File: src/rtl/round_mix_stage.sv
// AES round tail: ShiftRows, MixColumns (bypassed on the final round) and AddRoundKey
// on a valid/ready pipeline. Define ROUND_MIX_SINGLE_STAGE_EN to collapse it to one register stage.
module round_mix_stage #(
    parameter int ROUND_ID_W = 4
) (
    input  logic                  clk,
    input  logic                  rst_n,
    input  logic                  in_valid,
    output logic                  in_ready,
    input  logic [31:0]           w0,
    input  logic [31:0]           w1,
    input  logic [31:0]           w2,
    input  logic [31:0]           w3,
    input  logic [31:0]           key0,
    input  logic [31:0]           key1,
    input  logic [31:0]           key2,
    input  logic [31:0]           key3,
    input  logic                  last_round,
    input  logic [ROUND_ID_W-1:0] round_in,
    output logic                  out_valid,
    input  logic                  out_ready,
    output logic [31:0]           w_0,
    output logic [31:0]           w_1,
    output logic [31:0]           w_2,
    output logic [31:0]           w_3,
    output logic [ROUND_ID_W-1:0] round_out
);

    function automatic logic [7:0] xtime(input logic [7:0] b);
        return {b[6:0], 1'b0} ^ (b[7] ? 8'h1b : 8'h00);
    endfunction

    function automatic logic [31:0] mix_column(input logic [31:0] col);
        logic [7:0] a0, a1, a2, a3;
        a0 = col[31:24];
        a1 = col[23:16];
        a2 = col[15:8];
        a3 = col[7:0];
        return {xtime(a0) ^ xtime(a1) ^ a1 ^ a2 ^ a3,
                a0 ^ xtime(a1) ^ xtime(a2) ^ a2 ^ a3,
                a0 ^ a1 ^ xtime(a2) ^ xtime(a3) ^ a3,
                xtime(a0) ^ a0 ^ a1 ^ a2 ^ xtime(a3)};
    endfunction

    // State is packed {col0, col1, col2, col3}; row 0 is the top byte of each column.
    function automatic logic [127:0] shift_rows(input logic [127:0] s);
        logic [127:0] r;
        r = '0;
        for (int c = 0; c < 4; c++) begin
            for (int row = 0; row < 4; row++) begin
                r[127 - 32*c - 8*row -: 8] = s[127 - 32*((c + row) % 4) - 8*row -: 8];
            end
        end
        return r;
    endfunction

    logic [127:0] in_state;
    logic [127:0] in_key;
    logic [127:0] shifted;
    logic [127:0] mixed;

    assign in_state = {w0, w1, w2, w3};
    assign in_key   = {key0, key1, key2, key3};
    assign shifted  = shift_rows(in_state);
    assign mixed    = last_round ? shifted
                                 : {mix_column(shifted[127:96]), mix_column(shifted[95:64]),
                                    mix_column(shifted[63:32]),  mix_column(shifted[31:0])};

    logic                  out_valid_q;
    logic [127:0]          out_data_q;
    logic [ROUND_ID_W-1:0] out_tag_q;
    logic                  s2_load;
    logic                  out_src_valid;
    logic [127:0]          out_data_d;
    logic [ROUND_ID_W-1:0] out_tag_d;

    assign s2_load = !out_valid_q || out_ready;

`ifdef ROUND_MIX_SINGLE_STAGE_EN
    assign in_ready      = s2_load;
    assign out_src_valid = in_valid;
    assign out_data_d    = mixed ^ in_key;
    assign out_tag_d     = round_in;
`else
    logic                  s1_valid_q;
    logic [127:0]          s1_mix_q;
    logic [127:0]          s1_key_q;
    logic [ROUND_ID_W-1:0] s1_tag_q;
    logic                  s1_load;

    assign s1_load       = !s1_valid_q || s2_load;
    assign in_ready      = s1_load;
    assign out_src_valid = s1_valid_q;
    assign out_data_d    = s1_mix_q ^ s1_key_q;
    assign out_tag_d     = s1_tag_q;

    // NOTE: data registers are reset too so nothing downstream ever sees X, even though
    // only the valid bit decides whether a slot's contents mean anything.
    always_ff @(posedge clk or negedge rst_n) begin
        if (!rst_n) begin
            s1_valid_q <= 1'b0;
            s1_mix_q   <= '0;
            s1_key_q   <= '0;
            s1_tag_q   <= '0;
        end else if (s1_load) begin
            s1_valid_q <= in_valid;
            if (in_valid) begin
                s1_mix_q <= mixed;
                s1_key_q <= in_key;
                s1_tag_q <= round_in;
            end
        end
    end
`endif

    // NOTE: non-blocking assignments keep every register sampling pre-edge values, which is
    // what lets S1->S2 and a new input accept happen on the same edge.
    always_ff @(posedge clk or negedge rst_n) begin
        if (!rst_n) begin
            out_valid_q <= 1'b0;
            out_data_q  <= '0;
            out_tag_q   <= '0;
        end else if (s2_load) begin
            out_valid_q <= out_src_valid;
            if (out_src_valid) begin
                out_data_q <= out_data_d;
                out_tag_q  <= out_tag_d;
            end
        end
    end

    assign out_valid = out_valid_q;
    assign w_0       = out_data_q[127:96];
    assign w_1       = out_data_q[95:64];
    assign w_2       = out_data_q[63:32];
    assign w_3       = out_data_q[31:0];
    assign round_out = out_tag_q;

endmodule

File: config.mk
export PLATFORM = sky130hd
export DESIGN_NAME = round_mix_stage
export DESIGN_NICKNAME = d
export VERILOG_FILES = /design/src/rtl/round_mix_stage.sv
export SDC_FILE = /design/constraint.sdc
export NUM_CORES = 1
export LEC_CHECK = 0
export BUFFER_PORTS_ARGS = -buffer_cell sky130_fd_sc_hd__buf_2
export CAP_MARGIN = 20
export CORE_MARGIN = 3
export CORE_UTILIZATION = 41
export CTS_BUF_LIST = sky130_fd_sc_hd__clkbuf_4 sky130_fd_sc_hd__clkbuf_8 sky130_fd_sc_hd__clkbuf_16
export CTS_CLUSTER_SIZE = 14
export DETAILED_ROUTE_END_ITERATION = 8
export PLACE_DENSITY = 0.6
export SKIP_LAST_GASP = 1
export SYNTH_ARGS = -nofsm -noshare
export SYNTH_HDL_FRONTEND = slang
export SYNTH_SLANG_ARGS = --single-unit
File: constraint.sdc
create_clock -name clk -period 2 [get_ports clk]
set_input_delay 0.4 -clock clk [delete_from_list [all_inputs] [get_ports clk]]
set_output_delay 0.4 -clock clk [all_outputs]
set_load 0.05 [all_outputs]
[Word level (Yosys, flattened, before mapping)]
Cells that the tools add are included.
Storage, ports and cells
  word-level logic and storage cells: 111
  input bits: 265
  flip-flop bits (word level): 394
  output and inout bits: 134
Cells by class
  bitwise gates (word level): 81
  mux-type cells: 17
  reduce and logical (&&, ||, !) cells: 6
Operator list (number)
  XOR 8 bit: 64
  two-way mux 128 bit: 1
  XOR 128 bit: 1
  XOR 8 x 5 -> 8 bit: 16
  two-way mux 5 bit: 16
  AND reduction 2 bit: 2
  zero test 1 bit: 2
  logical OR 1 bit: 2

[Logic depth before layout (Yosys ltp)]
Gate-level depths: netlist of run 1.
  depth after elaboration: 7
  mapped depth: 8
  depth with buffers taken out: 4

[Worst setup path after synthesis of run 1]
OpenSTA, ideal clock, no wires.
  kind: register to register
  start point: register out_valid_q (netlist: out_valid)
  end point: register s1_mix_q[124]
  slack: -11 ps
  required time: 1869 ps
  buffers on the path: 4
  clock period less this slack: 2011 ps
  cell stages (with the launch flop): 9
  data arrival time: 1881 ps
  library setup time: 131 ps
  path through: dfrtp_1 -> nand3b_4 -> and2_1 -> buf_2 -> nand2b_1 -> buf_2 -> buf_6 -> buf_6 -> o211ai_1
Between the ends
  cells in the longest elaborated chain, start to end: 4
RTL lines
  from (decl): line 69  | logic out_valid_q;
  from (signal assigned): line 124  | out_valid_q <= out_src_valid;
  zero test 1 bit: line 77  | assign s2_load = !out_valid_q || out_ready;
  logical OR 1 bit: line 77
  logical OR 1 bit: line 91  | assign s1_load = !s1_valid_q || s2_load;
  net in_ready: line 9  | output logic in_ready,
  AND reduction 2 bit (no line)
  to (signal assigned): line 108  | s1_mix_q <= mixed;
  to (decl): line 86  | logic [127:0] s1_mix_q;
The timed path passes the listed nets, and every way through them passes these cells.
A chain may end at the register's enable or synchronous reset.

[Final worst setup path of run 1]
  start point: register s1_valid_q (netlist: out_src_valid)
  end point: output in_ready
Between the ends
  cells in the longest elaborated chain, start to end: 2
RTL lines
  from (decl): line 85  | logic s1_valid_q;
  from (signal assigned): line 106  | s1_valid_q <= in_valid;
  zero test 1 bit: line 91
  logical OR 1 bit: line 91
  to (decl): line 9
No other way between the ends.

==> flow_metrics.py, run 1 <==
metrics = {
    "grt": {
        "grt_pass1_wl_um": 93400,
        "grt-ovfl-total": 0,
        "grt_pass1_vias": 16553,
        "grt_antenna_before_repair": 10,
        "grt.total_usage_pct": 22.1,
        "grt_max_degree": 78,
    },
    "sta": {
        "rsz0062_at_grt": "no",
        "slew_violations": 0,
        "final_hold_viol_count": 0,
        "fmax_mhz": 548,
        "fin_crit_ps": 1820,
        "fin_skew_ps": 8.38,
        "whs_ps": 34.1,
        "setup_viol": 0,
        "timing.final.crit_share_pct": 91.2,
        "slew_headroom_pct": 66.4,
        "finalSetupTns_ps": 0,
        "worst_pin_slew_ps": 500,
    },
    "clocking": {
        "htree_levels": 2,
        "path_clk_slew_ps": 60,
        "cts_resized": 0,
        "cts_buffer_depth": 3,
        "clkLatencyLatePin_ps": 560,
        "clock_sinks": 394,
        "cts_buffers": 45,
        "cts_root_buf": "clkbuf_16",
        "cts_tree": "built",
    },
    "logic_synthesis": {
        "synth_mux_area_share_pct": 0.221,
        "synth_compound_area_share_pct": 7.90,
        "synth_area_mm2": 0.0204,
        "ys_seq_area_share_pct": 48.4,
        "syn_area_per_cell_um2": 9.48,
        "ys_seq_elements": 394,
        "synth_cell_types": 25,
        "synth_top_family_by_area": "XOR/XNOR gates",
        "synth_cells": 2147,
        "syn_nets": 2412,
        "yosys.area_share.simple_pct": 15.5,
        "ys_warn_count": 0,
        "synth_fa_ha_area_share_pct": 0,
        "synth-xor-area-share_pct": 24.7,
    },
    "finish": {
        "final_cell_mix": "649 x nand2_1, 449 x xnor2_1, 396 x buf_2",
        "mostFrequentLayoutCell": "nand2_1",
        "post-route-util_pct": 51.2,
        "areaGrowthSynthToFinish_pct": 23.1,
        "nets": 2796,
        "drive_above_1_share_pct": 21.8,
    },
    "hold_path": {
        "hp-start": "key3[10]",
        "holdPathEnd": "s1_key_q[10]",
        "hold_path.class": "in2reg",
        "whs_path_depth": 3,
    },
    "floorplan": {
        "ios": 399,
        "initial_core_util_pct": 41.6,
        "rows": 81,
        "die_h_um": 229,
        "die_w_um": 229,
        "core-area_mm2": 0.0490,
        "die_area_mm2": 0.0524,
    },
    "critical_path": {
        "rr_startpoint": "out_src_valid",
        "endpoint_kind": "output port",
        "rrSetupSlack_ps": 340,
        "cp.depth": 2,
        "cpPeakStageDelay_ps": 440,
        "path_max_fanout": 4,
        "critical_path_class": "reg2out",
        "reg2reg_depth": 6,
        "reg2reg_to": "s1_mix_q[49]",
        "cp_top_family": "flip-flops",
        "critical_path_buf_inv_count": 1,
        "crit_chain": "nand3b_4, buf_2",
        "worst_path_max_delay_cell": "dfrtp_1",
        "cp-start-kind": "register",
        "cp.required_ps": 1600,
        "crit_arrival_ps": 1420,
    },
    "power_and_ir_drop": {
        "powerDensity_mw_per_mm2": 1170,
        "intPower_mw": 18.2,
        "power_frac_comb_pct": 33.3,
        "clkPwrFrac_pct": 29.0,
        "leakagePower_nw": 11.4,
        "switching_share_pct": 37.9,
        "sequentialPowerShare_pct": 37.8,
        "vdd_drop_max_mv": 0.727,
        "p_sw_mw": 11.1,
    },
    "run": {
        "cap_violations": 0,
    },
    "route": {
        "routed_via_density": 4.94,
        "first_pass_iters": 5,
        "postRouteAntennaNets": 0,
        "dr_total_vias": 15968,
        "route.detailed.wl_per_inst_um": 18.0,
        "wirelength_um": 58100,
        "drt_iter0_drc": 1003,
        "drc": 0,
    },
    "placed_design": {
        "dp_hpwl_um": 42500,
        "portBuffers": 398,
        "place_congestion": 0.843,
    },
    "outcome": {
        "status": "completed",
    },
}
-- logic make-up after synthesis --
family,Yosys count
flops,394
mux,4
buf+inv,143
simple gates,787
xor+xnor,563
compound gates,256
-- metal layers --
metal	GRT usage, %	share of wire [%]	vias to the layer above	routed length [µm]
li1	-	-	7696	-
met1	30.2	45	7785	26100
met2	35.9	47	396	27600
met3	4.47	5.5	87	3220
met4	6.53	2.1	4	1230
met5	0	0.024	-	14
-- sequential cells by signal (all words and copies together), names as in the netlist --
| name | count |
|---|---|
| s1_mix_q | 128 |
| out_src_valid | 1 |
| round_out | 4 |
| out_data_q | 128 |
| s1_key_q | 128 |
| out_tag_d | 4 |
| out_valid | 1 |
-- worst register-to-register path: stages, from the launching register on --
cell      delay (ps)
dfrtp_1          440
nand3b_4         130
and2_4           180
buf_12           220
buf_4            350
nand3_1          130
o211ai_1         110
-- power groups by stage --
stage / combinational, mW / clock, mW / sequential (mW)
after floorplan: 4.07 / 0 / 13.9
after global routing: 10.5 / 9.03 / 11.3
final: 9.74 / 8.47 / 11.1
after CTS: 9.83 / 8.67 / 11.1
after detailed placement: 9.76 / 0 / 11.2
after global placement: 9.64 / 0 / 11.1
-- cells in the mapped netlist --
cell type | instances | share of area, %
nand2_1 | 651 | 12
xnor2_1 | 449 | 19
dfrtp_1 | 394 | 48
o21ai_0 | 128 | 3.1
nand3_1 | 125 | 3.1
o211ai_1 | 125 | 4.6
xor2_1 | 102 | 4.4
clkbuf_1 | 64 | 1.2
buf_2 | 61 | 1.5
xnor2_2 | 11 | 0.88
buf_1 | 7 | 0.13
buf_6 | 6 | 0.33
mux2_2 | 4 | 0.22
nand2b_1 | 4 | 0.12
and3_1 | 3 | 0.092
a221o_1 | 2 | 0.098
and2_1 | 2 | 0.061
buf_4 | 2 | 0.074
a211o_1 | 1 | 0.043
clkbuf_2 | 1 | 0.025
clkinv_1 | 1 | 0.018
inv_1 | 1 | 0.018
nand3b_4 | 1 | 0.098
nor2_1 | 1 | 0.018
xor3_1 | 1 | 0.12
-- through the flow --
step / cell area [µm²] / setup WS [ps] / power [mW] / instances
CTS: 25000 / 131 / 29.6 / 3227
detailed placement: 23300 / 293 / 21.0 / 3128
global route: 25100 / 126 / 30.8 / 3234
finish: 25100 / 176 / 29.3 / 3234
floorplan: 20400 / 183 / 18.0 / 2147
global placement: 23300 / 316 / 20.8 / 3128
-- final cells by class --
type	instances	area, µm²
diodes	7	17.5
clock buffers	65	1380
multi-input cells	1610	9860
flip-flops and latches	394	9860
inverters	2	7.51
fillers	4579	23900
repair buffers	478	2960
well taps	664	831
clock inverters	14	151
-- how the worst max path moves through the flow --
stage	startpoint	endpoint
after detailed placement	out_ready	s1_mix_q[49]
after CTS	out_src_valid	in_ready
final	out_src_valid	in_ready
after global placement	out_ready	s1_mix_q[30]
after global routing	out_src_valid	in_ready
after floorplan	out_valid	s1_mix_q[124]
-- what timing repair did --
| item | CTS | global route |
|---|---|---|
| endpoints found under the hold margin | 47 | 0 |
| setup buffers | 0 | 0 |
| hold buffers | 20 | 0 |
Power figures use the tool's default switching activity.
==> run 2: changes to the inputs <==
==> constraint.sdc (replaced) <==
create_clock -name clk -period 2 [get_ports clk]
set_input_delay 0.5 -clock clk [delete_from_list [all_inputs] [get_ports clk]]
set_output_delay 0.5 -clock clk [all_outputs]
set_load 0.05 [all_outputs]
==> run 2 against run 1 <==
Clock power down 3.3%. Flip-flop and latch count unchanged. Setup slack worse by 84 ps. Maximum frequency down 4.4%. Hold slack better by 100 ps. First-iteration DRC count down 7.8%. Sequential power about the same. Largest cell class unchanged.
==> flow_metrics.py, run 2 (same netlist as run 1, synthesis figures left out) <==
metrics = {
    "finish": {
        "areaGrowthSynthToFinish_pct": 21.9,
        "final_cell_count_no_fill": 3214,
        "nets": 2779,
        "post-route-util_pct": 50.7,
        "fill_cells": 4639,
        "final_cell_mix": "649 x nand2_1, 449 x xnor2_1, 396 x buf_2",
        "drive_above_1_share_pct": 21.9,
        "mostFrequentLayoutCell": "nand2_1",
        "reg_top3": "out_data_q (128), s1_key_q (128), s1_mix_q (128)",
    },
    "route": {
        "postRouteAntennaNets": 0,
        "first_pass_iters": 4,
        "route.detailed.wl_per_inst_um": 17.9,
        "drt_iter0_drc": 925,
        "routed_via_density": 4.90,
        "drc": 0,
        "dr_total_vias": 15737,
        "wirelength_um": 57500,
    },
    "grt": {
        "grt-ovfl-total": 0,
        "grt_max_degree": 85,
        "grt.total_usage_pct": 21.9,
        "grt_pass1_wl_um": 92300,
        "grt_pass1_vias": 16448,
        "grt_antenna_before_repair": 10,
    },
    "critical_path": {
        "cp_top_family": "flip-flops",
        "path_max_fanout": 4,
        "cp.required_ps": 1500,
        "critical_path_class": "reg2out",
        "crit_arrival_ps": 1410,
        "crit_chain": "nand3b_4, buf_2",
        "cpPeakStageDelay_ps": 440,
        "critical_path_buf_inv_count": 1,
        "worst_path_max_delay_cell": "dfrtp_1",
        "cp-start-kind": "register",
        "endpoint_kind": "output port",
    },
    "floorplan": {
        "die_area_mm2": 0.0524,
        "ios": 399,
        "die_w_um": 229,
        "rows": 81,
        "die_h_um": 229,
        "core-area_mm2": 0.0490,
        "initial_core_util_pct": 41.6,
    },
    "sta": {
        "worst_pin_slew_ps": 571,
        "slew_violations": 0,
        "timing.final.crit_share_pct": 95.4,
        "fin_skew_ps": 12.5,
        "final_hold_viol_count": 0,
        "rsz0062_at_grt": "no",
        "fin_crit_ps": 1910,
        "fmax_mhz": 524,
        "setup_viol": 0,
        "slew_headroom_pct": 62.0,
        "finalSetupTns_ps": 0,
    },
    "clocking": {
        "cts_setup_buffers": 0,
        "clkLatencyLatePin_ps": 550,
        "path_clk_slew_ps": 60,
        "cts_root_buf": "clkbuf_16",
        "cts_buffers": 45,
        "cts_tree": "built",
        "cts_buffer_depth": 3,
        "clock_sinks": 394,
        "htree_levels": 2,
    },
    "power_and_ir_drop": {
        "leakagePower_nw": 11.3,
        "vdd_drop_max_mv": 0.717,
        "powerDensity_mw_per_mm2": 1170,
    },
    "hold_path": {
        "hold_path.class": "in2reg",
    },
    "outcome": {
        "status": "completed",
    },
    "placed_design": {
        "dpl.cell_count": 3130,
        "portBuffers": 398,
        "place_congestion": 0.828,
        "dp_hpwl_um": 42200,
    },
    "run": {
        "cap_violations": 0,
    },
}
-- run 2: worst paths after layout --
path	slack (ps)	cells after the start	from	to
worst min-delay path	140	3	key3[18]	s1_key_q[18]
min in group asynchronous	500	2	rst_n	out_data_q[21]
worst min register to register	470	2	out_data_q[97]	out_data_q[97]
worst max-delay path	90	2	out_src_valid	in_ready
max in group asynchronous	770	3	rst_n	out_data_q[97]
worst max register to register	360	6	out_src_valid	s1_mix_q[34]
-- run 2: area by class of cell --
| cell class | count | area, µm² | share of cell area (%) |
|---|---|---|---|
| sequential | 394 | 9860 | 39.7 |
| multi-input combinational | 1610 | 9860 | 39.7 |
| tap | 664 | 831 | 3.35 |
| clock inverter | 12 | 138 | 0.554 |
| clock buffer | 64 | 1310 | 5.26 |
| timing repair buffer | 461 | 2810 | 11.3 |
| inverter | 2 | 7.51 | 0.0302 |
| antenna | 7 | 17.5 | 0.0706 |
-- run 2: repair_timing --
action | CTS | global route
setup endpoints to repair | 0 | 0
endpoints found under the hold margin | 36 | 0
hold buffers | 1 | 0
gates resized for setup | 0 | 0
-- run 2: worst min-delay path, stage by stage --
cell and delay [ps]:
buf_2 70, nand2_1 40, nand2_1 40
-- run 2: per-stage QoR --
stage | area, µm² | worst slack, ps | hold WS (ps) | power [mW]
finish | 24800 | 91.5 | 136 | 28.9
global route | 24800 | 21.9 | 111 | 30.5
CTS | 24800 | 34.1 | 92.6 | 29.3
detailed placement | 23300 | 208 | 458 | 21.0
global placement | 23300 | 194 | 455 | 20.8
floorplan | 20400 | 183 | 204 | 18.0
-- run 2: power by group --
group	switching [mW]	total (mW)	internal, mW
clock	3.28	8.19	4.91
sequential	1.27	11.0	9.76
combinational	6.44	9.72	3.28
total	11.0	28.9	17.9
-- run 2: per-layer routing --
layer	track usage, %	vias to the layer above	share of wire (%)
met4	6.71	4	2.2
met5	0	-	0.050
met3	3.90	78	4.8
li1	-	7666	-
met1	30.1	7636	46
met2	35.4	353	47
